## config.mk

```make
export PLATFORM = sky130hd
export DESIGN_NAME = pulse_to_level_converter
export DESIGN_NICKNAME = d
export VERILOG_FILES = /design/src/rtl/pulse_to_level_pkg.sv /design/src/rtl/pl_down_counter.sv /design/src/rtl/pulse_to_level_converter.sv
export SDC_FILE = /design/constraint.sdc
export NUM_CORES = 1
export LEC_CHECK = 0
export BUFFER_PORTS_ARGS = -buffer_cell sky130_fd_sc_hd__buf_2
export CAP_MARGIN = 20
export CORE_ASPECT_RATIO = 0.8
export CORE_MARGIN = 3
export CORE_UTILIZATION = 45
export CTS_CLUSTER_SIZE = 24
export DETAILED_ROUTE_END_ITERATION = 7
export PLACE_DENSITY = 0.61
export SLEW_MARGIN = 15
export SYNTH_ARGS = -nofsm -noshare
export SYNTH_HDL_FRONTEND = slang
export SYNTH_SLANG_ARGS = --single-unit
```

## constraint.sdc

```tcl
create_clock -name clock -period 2.7 [get_ports clock]
set_input_delay 0.54 -clock clock [delete_from_list [all_inputs] [get_ports clock]]
set_output_delay 0.54 -clock clock [all_outputs]
set_load 0.01 [all_outputs]
```

## src/rtl/pulse_to_level_pkg.sv

```systemverilog
// Shared types for the pulse-to-level converter: FSM state encoding.
package pulse_to_level_pkg;

  localparam int STATE_W = 2;

  typedef enum logic [STATE_W-1:0] {
    IDLE = 2'd0,
    HOLD = 2'd1,
    GAP  = 2'd2
  } state_t;

endpackage

```

## src/rtl/pl_down_counter.sv

```systemverilog
// Loadable down-counter with terminal-count flag; parks at zero rather than wrapping.
module pl_down_counter #(
  parameter int W = 8
) (
  input  logic         clock,
  input  logic         reset,
  input  logic         load,
  input  logic [W-1:0] load_val,
  input  logic         dec,
  output logic         zero
);

  logic [W-1:0] cnt;

  always_ff @(posedge clock or posedge reset) begin
    if (reset) begin
      cnt <= '0;
    end else if (load) begin
      cnt <= load_val;
    end else if (dec && (cnt != '0)) begin
      cnt <= cnt - W'(1);
    end
  end

  assign zero = (cnt == '0);

endmodule

```

## src/rtl/pulse_to_level_converter.sv

```systemverilog
// Stretches a one-cycle trigger into a held level of programmable length,
// followed by an optional forced-low gap before the next window.
//
// state | meaning
// IDLE  | level low, waiting for a trigger
// HOLD  | level high, hold counter running
// GAP   | level low, triggers dropped until gap counter expires
module pulse_to_level_converter
  import pulse_to_level_pkg::*;
#(
  parameter int CNT_W     = 8,
  parameter int MIN_GAP   = 1,
  parameter int RETRIGGER = 1
) (
  input  logic               clock,
  input  logic               reset,
  input  logic               pulse,
  input  logic [CNT_W-1:0]   hold_len,
  output logic               level,
  output logic               done,
  output logic               overrun,
  output logic [STATE_W-1:0] statemon
);

  localparam logic [7:0] GAP_LOAD = (MIN_GAP > 0) ? 8'(MIN_GAP - 1) : 8'd0;

  state_t           state;
  state_t           state_nxt;
  logic             hold_load;
  logic             hold_dec;
  logic             hold_zero;
  logic             gap_load;
  logic             gap_dec;
  logic             gap_zero;
  logic             drop;
  logic [CNT_W-1:0] hold_load_val;

  // A zero length behaves as one cycle, so the reload value is max(hold_len,1)-1.
  assign hold_load_val = (hold_len == '0) ? '0 : hold_len - CNT_W'(1);

  pl_down_counter #(.W(CNT_W)) u_hold_cnt (
    .clock    (clock),
    .reset    (reset),
    .load     (hold_load),
    .load_val (hold_load_val),
    .dec      (hold_dec),
    .zero     (hold_zero)
  );

  pl_down_counter #(.W(8)) u_gap_cnt (
    .clock    (clock),
    .reset    (reset),
    .load     (gap_load),
    .load_val (GAP_LOAD),
    .dec      (gap_dec),
    .zero     (gap_zero)
  );

  always_comb begin
    state_nxt = state;
    hold_load = 1'b0;
    hold_dec  = 1'b0;
    gap_load  = 1'b0;
    gap_dec   = 1'b0;
    drop      = 1'b0;
    case (state)
      IDLE: begin
        if (pulse) begin
          state_nxt = HOLD;
          hold_load = 1'b1;
        end
      end
      HOLD: begin
        // A retrigger outranks the terminal count, so a pulse on the last cycle extends.
        if (pulse && (RETRIGGER != 0)) begin
          hold_load = 1'b1;
        end else begin
          drop = pulse;
          if (hold_zero) begin
            if (MIN_GAP == 0) begin
              state_nxt = IDLE;
            end else begin
              state_nxt = GAP;
              gap_load  = 1'b1;
            end
          end else begin
            hold_dec = 1'b1;
          end
        end
      end
      GAP: begin
        drop = pulse;
        if (gap_zero) begin
          state_nxt = IDLE;
        end else begin
          gap_dec = 1'b1;
        end
      end
      default: state_nxt = IDLE;
    endcase
  end

  always_ff @(posedge clock or posedge reset) begin
    if (reset) begin
      state   <= IDLE;
      level   <= 1'b0;
      done    <= 1'b0;
      overrun <= 1'b0;
    end else begin
      state   <= state_nxt;
      level   <= (state_nxt == HOLD);
      done    <= (state == HOLD) && (state_nxt != HOLD);
      overrun <= drop;
    end
  end

  assign statemon = state;

endmodule
```

# == Word-level counts from Yosys, hierarchy flattened ==
# Index checks and enable logic that the tools add are counted.
# word_totals
ff_bits,21
inputBits,11
out_inout_bits,5
elab_cells,46
# classes
addsub,3
n_eq_ne,4
muxes,21
reduce_logical,12
# ops
cell,n
$mux W8,5
$logic_not A8 Y1,3
$sub A8 B1 Y8 const B,3
$reduce_bool A8 Y1,2
$mux W1,11
$mux W2,4
$pmux W2 S3,1
$eq A2 B1 Y1 const B,2
$reduce_bool A2 Y1,2
$logic_and A1 B1 Y1,3
$eq A2 B2 Y1 const B,1
$logic_not A2 Y1,1
$ne A2 B1 Y1 const B,1
$reduce_or A2 Y1,1

# == Logic depth before layout (Yosys ltp) ==
# logic_depth
ltp_word,7
depth_mapped,7
ltp_nobuf,6

# == Modules after synthesis ==
# From an unflattened synthesis, not the netlist that was laid out.
# unflattened
hier_cells,154
hier_area_um2,1401.3
# by_module_without_submodules
module,instances,cells_each,area_each_um2,seq_area_each_um2
pl_down_counter,2,53,495.5,200.2
pulse_to_level_converter,1,48,410.4,125.1

# == Worst setup path after synthesis ==
# OpenSTA, ideal clock, no wires.
# synth_timing
path_type,input port to flip-flop
start,in hold_len[5]
end,reg u_hold_cnt.cnt[4]
setup_time_ps,122
t_arrival_ps,1792
t_required_ps,2578
slack_ps,786
stages,4
path_buffers,0
cell_sequence,or4_1 o31ai_2 o22ai_1 a32o_1
# synth_via
elab_chain_len,3
# synth_lines
element,line_no,rtl
"start, declared",pulse_to_level_converter.sv:18,"input logic [CNT_W-1:0] hold_len,"
$logic_not A8 Y1,pulse_to_level_converter.sv:39,assign hold_load_val = (hold_len == '0) ? '0 : hold_len - CNT_W'(1);
$mux W8,pulse_to_level_converter.sv:39,
$mux W8,pl_down_counter.sv:18,end else if (load) begin
"end signal, assigned",pl_down_counter.sv:19,cnt <= load_val;
"end signal, assigned",pl_down_counter.sv:21,cnt <= cnt - W'(1);
"end, declared",pl_down_counter.sv:13,logic [W-1:0] cnt;
# No other way between the ends.
# A chain may end at the register's enable or synchronous reset.

# == Final worst setup path ==
# layout_timing
start,reg u_hold_cnt.cnt[0]
end,"reg state[1], in the netlist statemon[1]"
# layout_via
elab_chain_len,4
# layout_lines
element,line_no,rtl
$logic_not A8 Y1,pl_down_counter.sv:25,assign zero = (cnt == '0);
$mux W2,pulse_to_level_converter.sv:79,if (hold_zero) begin
$mux W2,pulse_to_level_converter.sv:75,if (pulse && (RETRIGGER != 0)) begin
$pmux W2 S3,pulse_to_level_converter.sv:66,case (state)
named net state_nxt[1],pulse_to_level_converter.sv:28,state_t state_nxt;
"end signal, assigned",pulse_to_level_converter.sv:110,state <= state_nxt;
"end, declared",pulse_to_level_converter.sv:27,state_t state;
# The timed path passes the listed nets, and every way through them passes these cells.

==> flow_metrics.env <==
export IMPL_status="complete, no violations"
export IMPL_synth_seq_cells=21
export IMPL_syn_area_per_cell_um2=9.635
export IMPL_ys_types=45
export IMPL_tightestPinTransition_ps=779.4
export IMPL_rows=16
export IMPL_stdcell_area_um2=1481
export IMPL_hp_class="input pin to asynchronous set/reset pin"
export IMPL_post_drt_via_cell_ratio=5.889
export IMPL_yosysMostFrequentCell="dfrtp_1"
export IMPL_cts_made_buffers=3
export IMPL_finClkSkew_ps=1.395
export IMPL_min_period_over_period=0.8018
export IMPL_start_kind="flip-flop"
export IMPL_grt_max_degree=22
export IMPL_cts_hold_buffers=0
export IMPL_ir_worst_vdd_mv=0.3524
export IMPL_overflow=0
export IMPL_worstPathMaxFanout=10
export IMPL_cts_tree="yes"
export IMPL_num_fill_cells=233
export IMPL_postSynthCellCount=137
export IMPL_ios=16
export IMPL_clock_sinks=21
export IMPL_num_vias=1119
export IMPL_antenna_found_initial=0
export IMPL_crit_path_end_kind="flip-flop"
export IMPL_clkTransAtPathRegs_ps=70
export IMPL_slew_violations=0
export IMPL_diodes=0
export IMPL_critPathRequiredTime_ps=2900
export IMPL_synthTopCellsByCount="dfrtp_1, nor2_1, inv_1"
export IMPL_critical_path_class="flip-flop to flip-flop"
export IMPL_area_growth_pct=12.23
export IMPL_wl_per_cell_um=14.63
export IMPL_cts_setup_buffers=0
export IMPL_ys_seq_area_frac=0.3981
export IMPL_hpwl_um=2164
export IMPL_yosys_area_top_type="dfrtp_1"
export IMPL_die_h_um=54.44
export IMPL_coreArea_um2=2623
export IMPL_grtUsageTotal=0.1789
export IMPL_drive_gt1_frac=0.1623
export IMPL_antenna_left=0
export IMPL_gp_congestion=0.8210
export IMPL_die_x_um=66.56
export IMPL_synth_edff_count=0
export IMPL_ys_warn_count=0
export IMPL_r2r_cells=5
export IMPL_grt_pass1_vias=968
export IMPL_drc_errors=0
export IMPL_totalWireLength_um=2779
export IMPL_final_util=0.5649
export IMPL_hold_viol=0
export IMPL_min_period_ps=2165
export IMPL_fmax_ghz=0.4619
export IMPL_drv_cap=0
export IMPL_rsz0062_at_grt="no"
export IMPL_crit_arrival_ps=2360
export IMPL_die_area_um2=3623
export IMPL_p_per_area_nw_per_um2=610.6
export IMPL_clk_latency_ps=250
export IMPL_drt_iter0_drc=36
export IMPL_setup_viol=0
export IMPL_cts_buffer_depth=2
export IMPL_placed_area_um2=1436
export IMPL_synthDominantCellAreaShare=0.3981
export IMPL_first_pass_iters=4
export IMPL_power_leakage_nw=0.5947
export IMPL_ys_top_cells_by_area="dfrtp_1, nor2_1, ha_1"
export IMPL_cts_resized=0
export IMPL_whs_ps=419.2
export IMPL_portBuffers=15
export IMPL_syn_area_um2=1320
export IMPL_maxSlewHeadroom=0.4798
export IMPL_htree_levels=1
export IMPL_initial_core_util=0.5033
export IMPL_grt_pass1_wl_um=4754
export IMPL_ys_flop_type="dfrtp_1"
export IMPL_nets=171
export IMPL_setup_tns_ps=0
export IMPL_synthArstFlopShare=1.000
export IMPL_syn_nets=153
export IMPL_cts_root_buf="clkbuf_8"
cell usage in the layout (no fill, tap or decap), drive strengths merged, types with 2 or more instances in the layout:
master / instances
a211oi: 2
a21oi: 5
a311oi: 2
a31oi: 3
and2b: 2
buf: 16
clkbuf: 4
dfrtp: 21
ha: 5
inv: 9
mux2i: 2
nand2: 3
nand2b: 3
nand4: 2
nor2: 19
nor3: 3
nor3b: 4
nor4: 5
o211ai: 2
o21a: 2
o21ai: 2
o221ai: 2
o22ai: 3
o31ai: 3
or4: 5
or4b: 2
xnor2: 7
metal layers:
metal | vias up | routed length, um | GRT usage | share of wire
met1 | 538 | 1520 | 0.2765 | 0.55
met4 | 0 | 19 | 0.05743 | 0.0068
met5 | - | 0 | 0 | 0
met2 | 28 | 1092 | 0.2319 | 0.39
met3 | 2 | 147 | 0.05133 | 0.053
li1 | 551 | - | - | -
report_power, final:
part	leakage, nW	total, mW	internal (mW)	switching [mW]
logic	0.321	0.244	0.112	0.132
registers	0.251	0.465	0.380	0.0849
clock network	0.0228	0.196	0.105	0.0908
logic make-up (layout without fill, tap and decap cells):
| family | count (synthesis) | count (layout) | share of synthesized area |
|---|---|---|---|
| fa+ha+maj | 5 | 5 | 0.04739 |
| mux | 2 | 2 | 0.01517 |
| simple gates | 56 | 56 | 0.2550 |
| compound gates | 33 | 33 | 0.1971 |
| buf+inv | 12 | 29 | 0.03412 |
| xor+xnor | 8 | 8 | 0.05308 |
| flops | 21 | 21 | 0.3981 |
worst max-delay path, cell delays in order (launching register included):
cell and delay, ps:
dfrtp_1 420, inv_1 70, ha_1 220, or4b_1 620
nor4_4 570, or2_2 200
path summary, 6_finish.rpt:
check	start	slack, ps	endpoint
worst max-delay path	u_hold_cnt.cnt[0]$_DFFE_PP0P_	540	statemon[1]$_DFF_PP0_
worst min-delay path	reset	420	u_hold_cnt.cnt[0]$_DFFE_PP0P_
worst max register to register	u_hold_cnt.cnt[0]$_DFFE_PP0P_	540	statemon[1]$_DFF_PP0_
worst min register to register	u_hold_cnt.cnt[1]$_DFFE_PP0P_	570	u_hold_cnt.cnt[1]$_DFFE_PP0P_
max in group asynchronous	reset	1800	level$_DFF_PP0_
min in group clock	u_hold_cnt.cnt[1]$_DFFE_PP0P_	570	u_hold_cnt.cnt[1]$_DFFE_PP0P_
state kept, by name, indices dropped and copies added (netlist names):
signal          count
u_hold_cnt.cnt      8
u_gap_cnt.cnt       8
done                1
level               1
statemon            2
overrun             1
area by class of cell:
class | count | area (um2) | area share
clock buffers | 4 | 45.04 | 0.03041
well taps | 36 | 45.04 | 0.03041
flip-flops and latches | 21 | 525.5 | 0.3547
multi-input cells | 104 | 749.5 | 0.5059
inverters | 9 | 33.78 | 0.02280
repair buffers | 16 | 82.58 | 0.05574
stage by stage:
stage | cells | total power, mW | setup WS (ps)
after floorplan | 137 | 0.6409 | 786.0
after global placement | 186 | 0.7015 | 551.8
after detailed placement | 186 | 0.7130 | 518.9
after CTS | 190 | 0.9119 | 528.4
after global routing | 190 | 0.9886 | 406.2
final | 190 | 0.9046 | 535.1
Power figures use the tool's default switching activity.
